## src/rtl/dual_rail_capture.sv

```systemverilog
// Completion detector and capture stage for dual-rail (true/false rail) logic.
// Drives precharge/evaluate phases upstream and hands the single-rail result off on valid/ready.

module dr_pair (
   input  logic t,
   input  logic f,
   output logic sp,
   output logic ok,
   output logic bad
);
   assign sp  = ~t & ~f;
   assign ok  = t ^ f;
   assign bad = t & f;
endmodule

module dual_rail_capture #(
   parameter int WIDTH   = 4,
   parameter int TIMEOUT = 15
) (
   input  logic             clk,
   input  logic             rst,
   input  logic             start,
   input  logic [WIDTH-1:0] d_t,
   input  logic [WIDTH-1:0] d_f,
   input  logic             out_ready,
   input  logic             clr_err,
   output logic             precharge,
   output logic [WIDTH-1:0] q,
   output logic             out_valid,
   output logic             busy,
   output logic             err_flag,
   output logic [1:0]       err_code
);
   localparam int CW = $clog2(TIMEOUT + 1);
   localparam logic [CW-1:0] CNT_LIM = CW'(TIMEOUT - 1);
   localparam logic [CW-1:0] CNT_MAX = {CW{1'b1}};

   typedef enum logic [2:0] {S_IDLE, S_PRE, S_EVAL, S_HOLD, S_ERR} state_t;

   state_t           state, state_n;
   logic [WIDTH-1:0] t_r, f_r;
   logic [WIDTH-1:0] pair_sp, pair_ok, pair_bad;
   logic [CW-1:0]    cnt;
   logic [1:0]       code_n;
   logic             cap;
   logic             spacer, complete, bad;

   genvar i;
   generate
      for (i = 0; i < WIDTH; i++) begin : g_pair
         dr_pair u_pair (
            .t   (t_r[i]),
            .f   (f_r[i]),
            .sp  (pair_sp[i]),
            .ok  (pair_ok[i]),
            .bad (pair_bad[i])
         );
      end
   endgenerate

   assign spacer   = &pair_sp;
   assign complete = &pair_ok;
   assign bad      = |pair_bad;

   always_ff @(posedge clk) begin
      if (rst) state <= S_IDLE;
      else     state <= state_n;
   end

   // bad outranks everything; completion outranks a timeout on the same edge
   always_comb begin
      state_n = state;
      code_n  = err_code;
      cap     = 1'b0;
      case (state)
         S_IDLE: if (start) state_n = S_PRE;
         S_PRE: begin
            if (bad)                 begin state_n = S_ERR; code_n = 2'b01; end
            else if (spacer)         state_n = S_EVAL;
            else if (cnt == CNT_LIM) begin state_n = S_ERR; code_n = 2'b11; end
         end
         S_EVAL: begin
            if (bad)                 begin state_n = S_ERR; code_n = 2'b01; end
            else if (complete)       begin state_n = S_HOLD; cap = 1'b1; end
            else if (cnt == CNT_LIM) begin state_n = S_ERR; code_n = 2'b10; end
         end
         S_HOLD: if (out_ready) state_n = S_IDLE;
         S_ERR: if (clr_err) begin state_n = S_IDLE; code_n = 2'b00; end
         default: state_n = S_IDLE;
      endcase
   end

   // Outputs are registered from the next state so they line up with it.
   always_ff @(posedge clk) begin
      if (rst) begin
         t_r       <= '0;
         f_r       <= '0;
         cnt       <= '0;
         q         <= '0;
         precharge <= 1'b0;
         out_valid <= 1'b0;
         busy      <= 1'b0;
         err_flag  <= 1'b0;
         err_code  <= 2'b00;
      end else begin
         t_r       <= d_t;
         f_r       <= d_f;
         if (state_n != state || (state_n != S_PRE && state_n != S_EVAL))
            cnt <= '0;
         else if (cnt != CNT_MAX)
            cnt <= cnt + 1'b1;
         if (cap) q <= t_r;
         precharge <= (state_n == S_PRE);
         out_valid <= (state_n == S_HOLD);
         busy      <= (state_n != S_IDLE);
         err_flag  <= (state_n == S_ERR);
         err_code  <= code_n;
      end
   end
endmodule

```

## config.mk

```make
export PLATFORM = sky130hd
export DESIGN_NAME = dual_rail_capture
export DESIGN_NICKNAME = d
export VERILOG_FILES = /design/src/rtl/dual_rail_capture.sv
export SDC_FILE = /design/constraint.sdc
export NUM_CORES = 1
export LEC_CHECK = 0
export ABC_CLOCK_PERIOD_IN_PS = 2600
export BUFFER_PORTS_ARGS = -buffer_cell sky130_fd_sc_hd__buf_2
export CAP_MARGIN = 20
export CORE_ASPECT_RATIO = 1.1
export CORE_MARGIN = 2
export CORE_UTILIZATION = 45
export DETAILED_ROUTE_END_ITERATION = 16
export MAX_ROUTING_LAYER = met4
export PLACE_DENSITY = 0.73
export SLEW_MARGIN = 0
export SYNTH_ARGS = -nofsm -noshare
export SYNTH_HDL_FRONTEND = slang
export SYNTH_HIERARCHICAL = 1
export SYNTH_SLANG_ARGS = --single-unit
```

## constraint.sdc

```tcl
create_clock -name clk -period 2.6 [get_ports clk]
set_input_delay 0.78 -clock clk [delete_from_list [all_inputs] [get_ports clk]]
set_output_delay 0.78 -clock clk [all_outputs]
set_load 0.1 [all_outputs]
```

==> flow_summary.toml, run 1 <==
[outcome]
status = "completed"

[logic_synthesis]
synth_edf_count = 0
yosysSeqAreaShare = 0.402
ys_warn_count = 6
ys_seq_elements = 25
postSynthCellCount = 133
netlist.area_leader.share = 0.402
yosysTopAreaCell = "dfxtp_1"
ys_top_cells_by_area = "dfxtp_1, ha_1, nor2b_1"
syn-cell-area_um2 = 1250
syn-num-nets = 156
async_reset_ff_frac = 0
ys.flop_type = "dfxtp_1"
netlist_top_cells_count = "dfxtp_1, nor2_1, nor2b_1"
avgSynthCellArea_um2 = 9.37
ys_types = 38
yosysMostFrequentCell = "dfxtp_1"

[setup_path]
critical-path-max-stage-delay_ns = 0.38
start_kind = "flip-flop"
crit_path_cell_trace = "inv_1 > ha_1 > and4_1 > a22oi_1 > o221ai_1 > mux2_4 > a2111oi_4"
critPathArrivalTime_ns = 2.39
cp.required_ns = 2.82
crit_path_end_kind = "flip-flop"
critPathSlowestCell = "dfxtp_1"
r2r_cells = 7
crit_type = "reg -> reg"
r2r_slack_ns = 0.43
crit_fanout = 4

[pwr]
fin_total_pwr_mw = 0.728
p_per_area_nw_per_um2 = 513
leakage_nw = 0.599
peakVddDrop_uv = 270

[route]
drtAntennaViolNets = 0
totalWireLength_um = 2430
wire_per_inst_um = 12.8
avgViaCountPerCell = 5.50
first_iter_violations = 13
dr.pass1.iters = 4
via_count = 1045
drc = 0

[clock_tree]
htree_levels = 1
clock_latency_ns = 0.31
cts.sinks = 25
cts_hold_buf = 0
cts_buffer_depth = 2
cts_resized = 0
postCtsSetupBuffers = 0
cts_buffers = 3
clk_pin_slew_ns = 0.13
cts.root.buffer_cell = "clkbuf_4"
cts_tree = "yes"

[floorplanning]
rows = 20
die_h_um = 59.2
die_w_um = 54.2
die-area_um2 = 3210
initial_utilization = 0.461
pin_count = 23
core_area_um2 = 2700

[layout]
final_nets = 181
final_area_um2 = 1420
insertedDiodeCount = 0
area_growth_pct = 14.0
final_core_util = 0.525
drive_gt1_frac = 0.229

[timing]
holdWs_ns = 0.458
final_max_slew_viol_count = 0
worst_pin_slew_ns = 0.489
max_freq_ghz = 0.462
final-setup-viol-count = 0
finClkSkew_ns = 0.00114
rsz0062_at_grt = "no"
fin_crit_ns = 2.17
slew_headroom = 0.676
finalHoldViolCount = 0
fin_setup_tns_ns = 0
finalCritPeriodShare = 0.833

[placement]
place_congestion = 0.918
numPortBuffers = 22
placedInstanceArea_um2 = 1390
dpl.hpwl_um = 1930

[grt]
grt_pass1_wl_um = 4160
antenna_found_initial = 0
track_usage = 0.182
grt_max_degree = 18
grt_pass1_vias = 1040
overflow = 0

[flow_run]
max_cap_viol_count = 0

[min_path]
hold_class = "reg -> reg"
min_path_cells = 2
## cell type report
| class | count | area [um^2] |
|---|---|---|
| clock buffers | 3 | 22.5 |
| repair buffers | 24 | 125 |
| fillers | 255 | 1280 |
| well taps | 33 | 41.3 |
| flip-flops and latches | 25 | 500 |
| inverters | 10 | 37.5 |
| clock inverters | 1 | 5.00 |
| multi-input cells | 94 | 688 |
## cells in the final DEF, fill, tap and decap left out, drive strengths merged
cell	count
dfxtp	25
buf	24
nor2b	11
nor2	11
inv	10
nand2	10
ha	10
a21oi	6
nand3	5
nand2b	5
o21ai	3
o22ai	3
nor3	3
clkbuf	3
and4	2
a22oi	2
xnor2	2
a2111oi	2
nor3b	2
and3	2
or4	1
nor4	1
a32oi	1
o21a	1
o221ai	1
nand4b	1
o211ai	1
mux2	1
nand3b	1
o2111ai	1
a221oi	1
a211oi	1
a211o	1
a31oi	1
a221o	1
clkinv	1
## per-stage QoR
stage          std cells  setup WS, ns
5_1_grt              190         0.269
6_report             190         0.434
2_1_floorplan        133         0.464
3_5_place_dp         186         0.370
3_3_place_gp         186         0.476
4_1_cts              190         0.439
## critical path: cells and delay by family (launching register included)
kind | cells | cell delay [ns]
compound gates | 3 | 0.79
fa+ha+maj | 1 | 0.29
buf+inv | 1 | 0.06
flops | 1 | 0.38
mux | 1 | 0.33
simple gates | 1 | 0.23
## per-layer routing
layer,global-route usage,vias up,part of all wire
li1,-,514,-
met1,0.188,498,0.39
met2,0.315,25,0.54
met3,0.0253,8,0.044
met4,0.118,0,0.027
met5,-,-,0
## cell families (layout without fill, tap and decap cells)
kind of cell	after synthesis	in the layout	share of synthesized area
AOI/OAI and AO/OA	26	26	0.180
xor gates and xnor gates	2	2	0.0141
adders and majority gates	10	10	0.100
buffers and inverters	14	38	0.0462
DFF	25	25	0.402
muxes	1	1	0.0120
and+or+nand+nor	55	55	0.246
## state kept, by name, indices dropped and copies added, names as in the netlist, 2 cells and up
signal	cells
t_r	4
f_r	4
state	3
err_code	2
q	4
cnt	4
## power breakdown
| part | leakage, nW | switching (mW) | internal (mW) | total, mW |
|---|---|---|---|---|
| clock network | 0.0177 | 0.109 | 0.0574 | 0.166 |
| registers | 0.205 | 0.0150 | 0.400 | 0.415 |
| logic | 0.377 | 0.101 | 0.0461 | 0.147 |
## path summary, 6_finish.rpt
kind,from,endpoint
worst min register to register,err_code[0],err_code[0]
worst max register to register,t_r[3],cnt[1]
worst max-delay path,t_r[3],cnt[1]
worst min-delay path,err_code[0],err_code[0]
Power figures use the tool's default switching activity.
==> inputs of run 2 (changes only) <==
ABC_CLOCK_PERIOD_IN_PS = 2150   (was 2600)
clock period = 2.15 ns   (was 2.6 ns; I/O delays follow)
==> run 2 against run 1 <==
Effect of this change: utilization increased by 3.5 points; via count is 3.8% higher; count of clock-buffer cells in the layout unchanged; die area is the same; cell area grew 6.7%; sequential cell count unchanged; clock power grew 26%; non-clock buffer count up 7; sequential share of layout area is 2.0 points lower; worst hold slack better by 0.0014 ns.
==> flow_summary.toml, run 2 (synthesized netlist as in run 1, its figures left out) <==
[timing]
holdWs_ns = 0.459
slew_headroom = 0.670
finalHoldViolCount = 0
final-setup-viol-count = 0
fin_crit_ns = 2.07
finalCritPeriodShare = 0.963
finClkSkew_ns = 0.00308
timing.final.ws_setup_ns = 0.0785
worst_pin_slew_ns = 0.494
max_freq_ghz = 0.483
final_max_slew_viol_count = 0

[outcome]
status = "completed"

[route]
drtAntennaViolNets = 0
via_count = 1085
wire_per_inst_um = 13.7
avgViaCountPerCell = 5.51
dr.pass1.iters = 4
totalWireLength_um = 2710
first_iter_violations = 33
drc = 0

[grt]
top_usage_layer = "met2"
antenna_found_initial = 0
track_usage = 0.183
grt_pass1_wl_um = 4170
grt_max_degree = 18
grt_pass1_vias = 1027
gr-usage-met3 = 0.0354
met2_usage = 0.324
grt_util_met1 = 0.170
overflow = 0

[layout]
final_area_um2 = 1520
area_growth_pct = 21.6
layout_common_cells = "dfxtp_1, buf_2, nor2b_1, nor2_1"
insertedDiodeCount = 0
final_nets = 188
drive_gt1_frac = 0.317
final_common_cell = "dfxtp_1"

[clock_tree]
cts_buffers = 3
clk_pin_slew_ns = 0.13
htree_levels = 1
cts_buffer_depth = 2
cts_tree = "yes"
cts.sinks = 25
cts.root.buffer_cell = "clkbuf_4"
clock_latency_ns = 0.32

[placement]
placedInstanceArea_um2 = 1420
numPortBuffers = 22
place_congestion = 1.00
dpl.hpwl_um = 2020
pre_cts_ws_ns = -0.00408

[pwr]
peakVddDrop_uv = 408
leakage_nw = 0.641
p_int_mw = 0.624
p_per_area_nw_per_um2 = 603
sw_frac_of_total = 0.317
p_comb_frac = 0.222
power_frac_clock = 0.228
p_sw_mw = 0.290
fin_total_pwr_mw = 0.914
p_seq_frac = 0.550

[floorplanning]
die_w_um = 54.2
core_area_um2 = 2700
pin_count = 23
die-area_um2 = 3210
initial_utilization = 0.461
rows = 20
die_h_um = 59.2

[setup_path]
critPathSlowestCell = "dfxtp_1"
crit_fanout = 10
start_kind = "flip-flop"
critical-path-max-stage-delay_ns = 0.58
path_delay_family = "flip-flops"
crit_type = "reg -> reg"
cp.required_ns = 2.38
crit_path_cell_trace = "nor3b_1 > nand4b_1 > o211ai_1 > mux2_4 > a2111oi_4"
critPathArrivalTime_ns = 2.30
crit_path_end_kind = "flip-flop"
path_buf_inv = 0

[min_path]
hold_class = "reg -> reg"

[flow_run]
max_cap_viol_count = 0
run 2: timing repair:
| action | in CTS | in global routing |
|---|---|---|
| resized for setup | 1 | 10 |
| hold buffers | 0 | 0 |
| buffers inserted | 0 | 4 |
| setup endpoints to repair | 2 | 4 |
| pin swaps | 0 | 7 |
run 2: tightest hold or removal path, cell delays in order, from the launching register on:
cell and delay [ns]:
dfxtp_1 0.33, nand2_1 0.05, a21oi_1 0.05
run 2: through the flow:
step	cells	util	TNS, ns
2_1_floorplan	133	-	0
5_1_grt	197	0.561	-0.109
3_5_place_dp	189	0.524	-0.00738
6_report	197	0.561	0
3_3_place_gp	189	0.524	0
4_1_cts	193	0.536	0
run 2: cell type report:
class | instances | area [um^2]
fill | 244 | 1190
multi-input combinational | 94 | 728
sequential | 25 | 503
timing repair buffer | 31 | 178
tap | 33 | 41.3
inverter | 10 | 37.5
clock buffer | 3 | 22.5
clock inverter | 1 | 5.00
run 2: path summary, 6_finish.rpt:
check	startpoint	end	slack [ns]	depth (start not counted)
max	state[0]	cnt[3]	0.08	5
min	err_code[1]	err_code[1]	0.46	2
max reg2reg	state[0]	cnt[3]	0.08	5
min reg2reg	err_code[1]	err_code[1]	0.46	2
run 2: metal layers:
metal | up-vias | part of all wire
li1 | 526 | -
met4 | 0 | 0.036
met3 | 11 | 0.047
met5 | - | 0
met1 | 507 | 0.37
met2 | 41 | 0.55
run 2: power by group through the flow:
stage | registers [mW] | clock network [mW] | logic [mW]
floorplan | 0.561 | 0 | 0.0882
global placement | 0.510 | 0 | 0.178
detailed placement | 0.512 | 0 | 0.184
CTS | 0.502 | 0.218 | 0.185
global route | 0.506 | 0.239 | 0.220
finish | 0.503 | 0.209 | 0.203
==> inputs of run 3 (changes only) <==
ABC_AREA = 1   (was not set)
PLACE_DENSITY = 0.72   (was 0.73)
SLEW_MARGIN = not set   (was 0)
==> run 3 against run 2 <==
Effect of this change: sequential cell count unchanged; worst hold slack improved by 0.032 ns; cell count up 23%; critical path depth down 4; combinational power shrank 23%; critical endpoint is now q[0]; maximum frequency up 19%; clock power down 4%; largest power group unchanged; die area up 5.2%.
==> flow_summary.toml, run 3 <==
[setup_path]
r2r_slack_ns = 0.43
r2r_cells = 12
critical-path-max-stage-delay_ns = 0.43
timing.rr.start = "t_r[2]"
reg2reg_to = "err_code[0]"
crit_path_cell_trace = "buf_2"
critPathArrivalTime_ns = 1.10
crit_path_end_kind = "primary output"
start_kind = "flip-flop"
path_delay_family = "buffers and inverters"
cp.required_ns = 1.50
critPathSlowestCell = "buf_2"
crit_fanout = 2
crit_type = "reg -> out"
path_buf_inv = 1

[timing]
max_freq_ghz = 0.573
fin_setup_tns_ns = 0
fin_crit_ns = 1.75
worst_pin_slew_ns = 0.489
finalCritPeriodShare = 0.812
rsz0062_at_grt = "no"
final_max_slew_viol_count = 0
finalHoldViolCount = 0
finClkSkew_ns = 0.00246
slew_headroom = 0.676
final-setup-viol-count = 0

[placement]
dpl.hpwl_um = 1840
place_congestion = 0.828
numPortBuffers = 22

[route]
totalWireLength_um = 2260
first_iter_violations = 15
drc = 0
dr.pass1.iters = 5
wire_per_inst_um = 9.34
avgViaCountPerCell = 4.53
drtAntennaViolNets = 0
via_count = 1096

[clock_tree]
cts_resized = 0
clk_pin_slew_ns = 0.13
cts.sinks = 25
cts_buffers = 3
cts_buffer_depth = 2
postCtsSetupBuffers = 0
clock_latency_ns = 0.31
htree_levels = 1
cts.root.buffer_cell = "clkbuf_4"
cts_hold_buf = 0
cts_tree = "yes"

[pwr]
p_int_mw = 0.598
fin_total_pwr_mw = 0.853
p_per_area_nw_per_um2 = 576
power_frac_clock = 0.235
p_sw_mw = 0.256
peakVddDrop_uv = 381
p_comb_frac = 0.184
leakage_nw = 0.837
p_seq_frac = 0.582
sw_frac_of_total = 0.299

[logic_synthesis]
ys_warn_count = 6
ys_top_cells_by_area = "dfxtp_1, nor2_1, inv_1"
ys_types = 27
ys.flop_type = "dfxtp_1"
avgSynthCellArea_um2 = 7.11
yosysSeqAreaShare = 0.380
postSynthCellCount = 185
syn-num-nets = 208
async_reset_ff_frac = 0
netlist.area_leader.share = 0.380
syn-cell-area_um2 = 1320
synth_edf_count = 0
yosysMostFrequentCell = "nor2_1"
ys_seq_elements = 25
yosysTopAreaCell = "dfxtp_1"
netlist_top_cells_count = "nor2_1, inv_1, nand2_1"

[layout]
layout_common_cells = "nor2_1, inv_1, nand2_1"
final_common_cell = "nor2_1"
fill_cells = 296
final_core_util = 0.533
drive_gt1_frac = 0.206
area_growth_pct = 12.5
insertedDiodeCount = 0
final_nets = 233

[grt]
antenna_found_initial = 0
track_usage = 0.160
overflow = 0
grt_pass1_vias = 1008
grt_pass1_wl_um = 4150
grt_max_degree = 15

[min_path]
hold_path_end = "err_code[0]"
hold_class = "reg -> reg"
hp-start = "err_code[0]"
min_path_cells = 2

[floorplanning]
pin_count = 23
rows = 20
die-area_um2 = 3370
core_area_um2 = 2780
initial_utilization = 0.474
die_h_um = 60.7
die_w_um = 55.6

[outcome]
status = "completed"

[flow_run]
max_cap_viol_count = 0
run 3: cell count changes in the layout (fill, tap and decap cells not counted), moves of 3 or more:
cell | previous run | this run
o21ai_0 | 3 | 7
buf_4 | 9 | 0
nor2_1 | 11 | 40
nand2b_1 | 5 | 0
nand3_1 | 4 | 8
inv_2 | 0 | 3
inv_1 | 10 | 36
a21oi_1 | 6 | 1
nor2b_1 | 11 | 0
nand2_1 | 10 | 32
run 3: cell type report:
| cell class | instances | area (um^2) | share of cell area |
|---|---|---|---|
| flip-flops and latches | 25 | 500 | 0.338 |
| inverters | 39 | 146 | 0.0989 |
| repair buffers | 22 | 110 | 0.0744 |
| clock buffers | 3 | 22.5 | 0.0152 |
| well taps | 33 | 41.3 | 0.0279 |
| clock inverters | 1 | 5.00 | 0.00338 |
| multi-input cells | 119 | 654 | 0.442 |
run 3: how the worst max path moves through the flow:
stage	slack, ns	cells past startpoint	endpoint	startpoint
after floorplan	0.58	0	err_code[0]	err_code[0]
after global placement	0.45	12	err_code[1]	t_r[2]
after detailed placement	0.44	12	err_code[1]	t_r[2]
after CTS	0.39	1	q[0]	q[0]
after global routing	0.25	12	err_code[0]	t_r[2]
final	0.40	1	q[0]	q[0]
run 3: power by group through the flow:
stage / clock network, mW / registers (mW) / logic (mW)
detailed placement: 0 / 0.507 / 0.158
finish: 0.200 / 0.496 / 0.157
global placement: 0 / 0.506 / 0.156
CTS: 0.211 / 0.497 / 0.159
global route: 0.229 / 0.500 / 0.177
floorplan: 0 / 0.546 / 0.0855
run 3: cell families (layout without fill, tap and decap cells):
logic type | Yosys count | after routing | share of synthesized area
AOI/OAI and AO/OA | 14 | 14 | 0.0627
adders and majority gates | 10 | 10 | 0.0951
buffers and inverters | 41 | 65 | 0.123
xor gates and xnor gates | 1 | 1 | 0.00666
DFF | 25 | 25 | 0.380
and+or+nand+nor | 94 | 94 | 0.333
run 3: metal layers:
layer | global-route usage | share of wire | vias up
met5 | - | 0 | -
met4 | 0.0732 | 0.016 | 0
met3 | 0.0235 | 0.025 | 4
met2 | 0.274 | 0.47 | 15
met1 | 0.190 | 0.48 | 476
li1 | - | - | 601
run 3: stage by stage:
| stage | hold WS, ns | instance area (um^2) | cells | setup WS [ns] |
|---|---|---|---|---|
| floorplan | 0.503 | 1320 | 185 | 0.580 |
| global placement | 0.461 | 1450 | 238 | 0.447 |
| detailed placement | 0.472 | 1450 | 238 | 0.436 |
| CTS | 0.498 | 1480 | 242 | 0.393 |
| global route | 0.507 | 1480 | 242 | 0.255 |
| finish | 0.492 | 1480 | 242 | 0.405 |
